<file path="src/rtl/mag_cook_controller.sv">
// Magnetron cook controller: button-driven cook FSM with a seconds countdown,
// power-level duty cycling, quick-start/extend, pause/resume and end beep.
module mag_cook_controller #(
  parameter int TIME_W     = 12,
  parameter int PWR_W      = 3,
  parameter int ADD_SECS   = 30,
  parameter int BEEP_TICKS = 3
) (
  input  logic              clk,
  input  logic              resetn,
  input  logic              tick,
  input  logic              startn,
  input  logic              stopn,
  input  logic              clearn,
  input  logic              door_closed,
  input  logic              load,
  input  logic [TIME_W-1:0] time_in,
  input  logic [PWR_W-1:0]  power,
  output logic              mag_on,
  output logic              beep,
  output logic              done,
  output logic [TIME_W-1:0] time_left,
  output logic [1:0]        state
);

  typedef enum logic [1:0] {
    IDLE   = 2'd0,
    COOK   = 2'd1,
    PAUSED = 2'd2,
    DONE   = 2'd3
  } state_t;

  localparam int                BEEP_W    = (BEEP_TICKS < 2) ? 1 : $clog2(BEEP_TICKS);
  localparam logic [TIME_W:0]   TIME_MAX  = {1'b0, {TIME_W{1'b1}}};
  localparam logic [TIME_W:0]   ADD_EXT   = (TIME_W+1)'(ADD_SECS);
  localparam logic [BEEP_W-1:0] BEEP_LAST = BEEP_W'(BEEP_TICKS - 1);

  state_t              state_reg, state_next;
  logic [TIME_W-1:0]   time_left_reg, time_left_next;
  logic [PWR_W-1:0]    phase_reg, phase_next;
  logic [BEEP_W-1:0]   beep_cnt_reg, beep_cnt_next;
  logic                beep_reg, beep_next;
  logic                done_reg, done_next;
  logic [2:0]          btn_hist_reg;
  logic                live_reg;
  logic [2:0]          btn_n;
  logic [2:0]          press;
  logic                start_p, stop_p, clear_p;
  logic [TIME_W:0]     ext_sum;
  logic [TIME_W-1:0]   time_ext;

  assign btn_n = {clearn, stopn, startn};

  // live_reg masks the first edge after reset so a button held through reset
  // release only resamples its level and never counts as a press.
  genvar gi;
  generate
    for (gi = 0; gi < 3; gi++) begin : g_press
      assign press[gi] = live_reg & btn_hist_reg[gi] & ~btn_n[gi];
    end
  endgenerate

  assign start_p = press[0];
  assign stop_p  = press[1];
  assign clear_p = press[2];

  assign ext_sum  = {1'b0, time_left_reg} + ADD_EXT;
  assign time_ext = (ext_sum > TIME_MAX) ? TIME_MAX[TIME_W-1:0] : ext_sum[TIME_W-1:0];

  always_ff @(posedge clk or negedge resetn) begin
    if (!resetn) begin
      state_reg     <= IDLE;
      time_left_reg <= '0;
      phase_reg     <= '0;
      beep_cnt_reg  <= '0;
      beep_reg      <= 1'b0;
      done_reg      <= 1'b0;
      btn_hist_reg  <= 3'b111;
      live_reg      <= 1'b0;
    end else begin
      state_reg     <= state_next;
      time_left_reg <= time_left_next;
      phase_reg     <= phase_next;
      beep_cnt_reg  <= beep_cnt_next;
      beep_reg      <= beep_next;
      done_reg      <= done_next;
      btn_hist_reg  <= btn_n;
      live_reg      <= 1'b1;
    end
  end

  always_comb begin
    state_next     = state_reg;
    time_left_next = time_left_reg;
    phase_next     = phase_reg;
    beep_cnt_next  = beep_cnt_reg;
    beep_next      = beep_reg;
    done_next      = 1'b0;
    case (state_reg)
      IDLE: begin
        phase_next = '0;
        if (clear_p) begin
          time_left_next = '0;
        end else if (start_p && door_closed) begin
          state_next = COOK;
          if (time_left_reg == '0) time_left_next = time_ext;
        end else if (load) begin
          time_left_next = time_in;
        end
      end
      COOK: begin
        if (clear_p) begin
          state_next     = IDLE;
          time_left_next = '0;
          phase_next     = '0;
        end else if (stop_p || !door_closed) begin
          state_next = PAUSED;
        end else if (start_p) begin
          time_left_next = time_ext;
        end else if (tick) begin
          phase_next = phase_reg + 1'b1;
          if (time_left_reg <= TIME_W'(1)) begin
            state_next     = DONE;
            time_left_next = '0;
            done_next      = 1'b1;
            beep_next      = 1'b1;
            beep_cnt_next  = '0;
          end else begin
            time_left_next = time_left_reg - 1'b1;
          end
        end
      end
      PAUSED: begin
        if (clear_p || stop_p) begin
          state_next     = IDLE;
          time_left_next = '0;
          phase_next     = '0;
        end else if (start_p && door_closed) begin
          state_next = COOK;
        end
      end
      DONE: begin
        if ((|press) || !door_closed) begin
          state_next = IDLE;
          beep_next  = 1'b0;
          phase_next = '0;
        end else if (tick) begin
          if (beep_cnt_reg == BEEP_LAST) begin
            state_next = IDLE;
            beep_next  = 1'b0;
            phase_next = '0;
          end else begin
            beep_cnt_next = beep_cnt_reg + 1'b1;
          end
        end
      end
      default: state_next = IDLE;
    endcase
  end

  // Door gating is combinational so the magnetron drops the moment the door opens.
  assign mag_on    = (state_reg == COOK) && door_closed && (phase_reg <= power);
  assign beep      = beep_reg;
  assign done      = done_reg;
  assign time_left = time_left_reg;
  assign state     = state_reg;

endmodule

</file>
<file path="config.mk">
export PLATFORM = sky130hd
export DESIGN_NAME = mag_cook_controller
export DESIGN_NICKNAME = d
export VERILOG_FILES = /design/src/rtl/mag_cook_controller.sv
export SDC_FILE = /design/constraint.sdc
export NUM_CORES = 1
export LEC_CHECK = 0
export CAP_MARGIN = 0
export CORE_ASPECT_RATIO = 0.6
export CORE_MARGIN = 2
export CORE_UTILIZATION = 60
export CTS_BUF_LIST = sky130_fd_sc_hd__clkbuf_8
export CTS_CLUSTER_DIAMETER = 30
export DETAILED_ROUTE_END_ITERATION = 10
export HOLD_SLACK_MARGIN = 0.05
export PLACE_DENSITY = 0.92
export REMOVE_ABC_BUFFERS = 1
export SLEW_MARGIN = 20
export SYNTH_ARGS = -nofsm -noshare
export SYNTH_HDL_FRONTEND = slang
export SYNTH_SLANG_ARGS = --single-unit
</file>
<file path="constraint.sdc">
create_clock -name clk -period 6 [get_ports clk]
set_clock_uncertainty 0.15 [all_clocks]
set_input_delay 1.2 -clock clk [delete_from_list [all_inputs] [get_ports clk]]
set_output_delay 1.2 -clock clk [all_outputs]
set_load 0.02 [all_outputs]
</file>
==> qor.yml <==
outcome:
  status: "finished clean"
logic_synthesis:
  synth_largest_type_area_fraction_pct: 22.14
  synthesis.area_sq_um: 2486
  ys_dominant_reg_cell: "sky130_fd_sc_hd__dfrtp_1"
  synth.lib_cells_used.distinct: 73
  synth_cells: 298
  post_synthesis_mean_instance_area_sq_um: 8.343
  post-synth-top-area-cell: "sky130_fd_sc_hd__dfrtp_1"
  synth-seq-area-share_pct: 25.31
  synth-async-reset-ratio_pct: 100.0
  synth-edff-count: 0
  synth.area.top_cells: "sky130_fd_sc_hd__dfrtp_1, sky130_fd_sc_hd__ha_1, sky130_fd_sc_hd__o21ai_0"
  ys.warnings.count: 0
  ys_ff_latch: 25
floorplanning:
  dieWidth_um: 87.10
  row_count: 18
  top_level_ports: 40
  dieArea_sq_um: 4691
  floorplan.initialDensity_pct: 61.33
  die-height_um: 53.86
  fp.coreArea_sq_um: 4054
detailed_routing:
  wl_per_cell_um: 19.25
  remaining_drc_errors: 0
  route.vias.total: 2566
  initialDrtViolationCount: 306
  viasPerCell: 6.916
  detail_route.wirelength_mm: 7.140
  detail-route-antenna-nets: 0
  detailedRoute.firstPassIterationCount: 5
cts:
  post-cts-setup-buffers: 0
  cts.path.max_buffers: 2
  cts_num_sinks: 25
  clockRootBuffer: "sky130_fd_sc_hd__clkbuf_8"
  cts_hold_buf: 0
  cts.repair.resized: 0
  clock_latency_ns: 0.28
  total_clock_buffers_created_by_cts: 3
  cts_tree: "yes"
  clk_transition_reported_paths_ns: 0.09
  h-tree-depth: 1
timing:
  post-route-min-period_ns: 4.371
  fin_hold_ws_ns: 0.4035
  final_number_of_setup_violating_endpoints: 0
  max_slew_margin_pct: 35.22
  setup_ws_ns: 1.629
  rsz0062_at_grt: "no"
  final.period_utilization_pct: 72.85
  tightestPinTransition_ns: 0.9615
  fmax_ghz: 0.2288
  finalHoldViolations: 0
  finalSetupTns_ns: 0
  final-max-slew-violation-count: 0
grt:
  initial_antenna_violation_count: 0
  grt_pass1_vias: 2372
  grt_first_pass_wirelength_mm: 11.60
  track_usage_pct: 32.46
  largest_net_degree_at_the_start_of_global_routing: 26
  globalRoute.totalOverflow: 0
finish:
  flow.area_growth_from_synthesis_pct: 14.65
  post_route_cells_drive_above_1_share_pct: 7.165
  final_cell_count_no_fill: 371
  nets: 359
  stdcell_area_sq_um: 2850
  num_antenna_cells: 0
  utilization_pct: 70.31
  flip_flop_count_of_the_largest_register_all_copies_and_words_added: 12
placement:
  port_buffers: 39
  placed_cells_incl_taps: 367
  gp_congestion: 0.9984
  detailed_place.area_sq_um: 2804
  placement.setup.worst_slack_ns: 1.634
  place.detailed.hpwl_mm: 5.212
worst_hold_path:
  hold_path.startpoint: "beep_cnt_reg[1]"
  worstHoldPathType: "flop to flop"
  min_path_cells: 2
  worstHoldEndpoint: "beep_cnt_reg[1]"
worst_setup_path:
  critPathMostFrequentCell: "sky130_fd_sc_hd__clkdlybuf4s50_1"
  reg2reg_depth: 6
  timing.rr.end: "time_left[7]"
  slowest_stage: "sky130_fd_sc_hd__clkdlybuf4s50_1"
  cp_data_required_time_ns: 4.65
  cell_breakdown_of_the_critical_path: "clkdlybuf4s50_1 > inv_1 > ha_1 > a21o_1 > a21oi_1 > a31oi_1 > nor2_1 > clkdlybuf4s50_1"
  arrival_ns: 3.02
  crit_path_end_kind: "output port"
  worst_setup_path_start_kind: "input port"
  crit_type: "input port to output port"
  max_stage_delay_ns: 0.60
  worst_path_fanout_max: 2
  critical_path.reg2reg.startpoint: "btn_hist_reg[0]"
  r2r_slack_ns: 2.75
pwr:
  power_per_cell_area_nw_per_um2: 209.1
  ir_worst_vdd_v: 0.0001419
  fin_total_pwr_mw: 0.5960
  total_leakage_power_nw: 1.138
job:
  max_cap_violations: 0
## routing by layer
layer | wire length, um | part of all wire (%) | track usage (%)
met5 | 0 | 0 | 0
met4 | 104 | 1.5 | 11.03
met3 | 894 | 13 | 9.509
met2 | 2885 | 40 | 45.80
met1 | 3256 | 46 | 47.26
## worst max-delay path, delay by kind of cell
| kind | cells | cell delay [ns] |
|---|---|---|
| buffers and inverters | 3 | 1.09 |
| AO/OA/AOI/OAI | 3 | 0.34 |
| adder cells (fa/ha/maj) | 1 | 0.30 |
| AND/OR/NAND/NOR | 1 | 0.08 |
## cell usage in the layout, fill, tap and decap left out, drive strengths merged, types with 4 or more instances in the layout
cell type and instances:
xnor2 10, nor3 9, xor2 5, nand2 18, o21ai 31, nor2 22, inv 14, ha 14
a211oi 5, a31oi 5, a21o 4, nand3b 4, clkdlybuf4s50 39, nand3 9, o211ai 4, dfrtp 22
a21oi 15, and3 9, nand4 6
## where the power goes
group          switching (mW)  internal, mW  total, mW
clock                  0.0595        0.0467      0.106
sequential             0.0550         0.185      0.240
combinational           0.136         0.113      0.249
## cells in the mapped netlist, types with 3 or more instances
master                     count
sky130_fd_sc_hd__nand2_1      18
sky130_fd_sc_hd__o31ai_1       3
sky130_fd_sc_hd__buf_6         6
sky130_fd_sc_hd__a21oi_1      14
sky130_fd_sc_hd__nand2b_1      3
sky130_fd_sc_hd__nor4b_1       3
sky130_fd_sc_hd__a21o_1        4
sky130_fd_sc_hd__xor2_1        5
sky130_fd_sc_hd__nand4_1       6
sky130_fd_sc_hd__dfstp_2       3
sky130_fd_sc_hd__and3_1        8
sky130_fd_sc_hd__xnor2_1       9
sky130_fd_sc_hd__buf_4         3
sky130_fd_sc_hd__a211o_1       3
sky130_fd_sc_hd__a211oi_1      4
sky130_fd_sc_hd__buf_2         6
sky130_fd_sc_hd__o21ai_0      31
sky130_fd_sc_hd__inv_1        14
sky130_fd_sc_hd__dfrtp_1      22
sky130_fd_sc_hd__nor2b_1       3
sky130_fd_sc_hd__clkbuf_1      6
sky130_fd_sc_hd__nand3b_1      3
sky130_fd_sc_hd__nand3_1       9
sky130_fd_sc_hd__ha_1         14
sky130_fd_sc_hd__nor2_1       22
sky130_fd_sc_hd__a221o_1       3
sky130_fd_sc_hd__nor3_1        8
sky130_fd_sc_hd__a31oi_1       5
sky130_fd_sc_hd__o211ai_1      4
## cells by family (layout without fill, tap and decap cells)
logic type	after synthesis	count (layout)	share of synthesized area (%)
simple gates	106	106	24.71
compound gates	100	100	28.49
buf+inv	35	58	7.851
flops	25	25	25.31
xor+xnor	15	15	5.587
fa+ha+maj	14	14	7.046
mux	2	2	0.8555
other cells	1	1	0.1508
## final cells by class
class	instances	area, sq um
tap	50	62.56
inverter	14	52.55
clock inverter	1	5.005
clock buffer	3	41.29
multi-input combinational	238	1662
sequential	25	629.4
fill	342	1204
timing repair buffer	40	397.9
## how the worst max path moves through the flow
stage                   from  slack (ns)  cells past startpoint  endpoint
floorplan           power[1]        2.53                      6    mag_on
global placement    power[1]        1.65                      8    mag_on
detailed placement  power[1]        1.63                      8    mag_on
CTS                 power[1]        1.64                      8    mag_on
global route        power[1]        1.53                      8    mag_on
finish              power[1]        1.63                      8    mag_on
(Power assumes the default switching activity.)
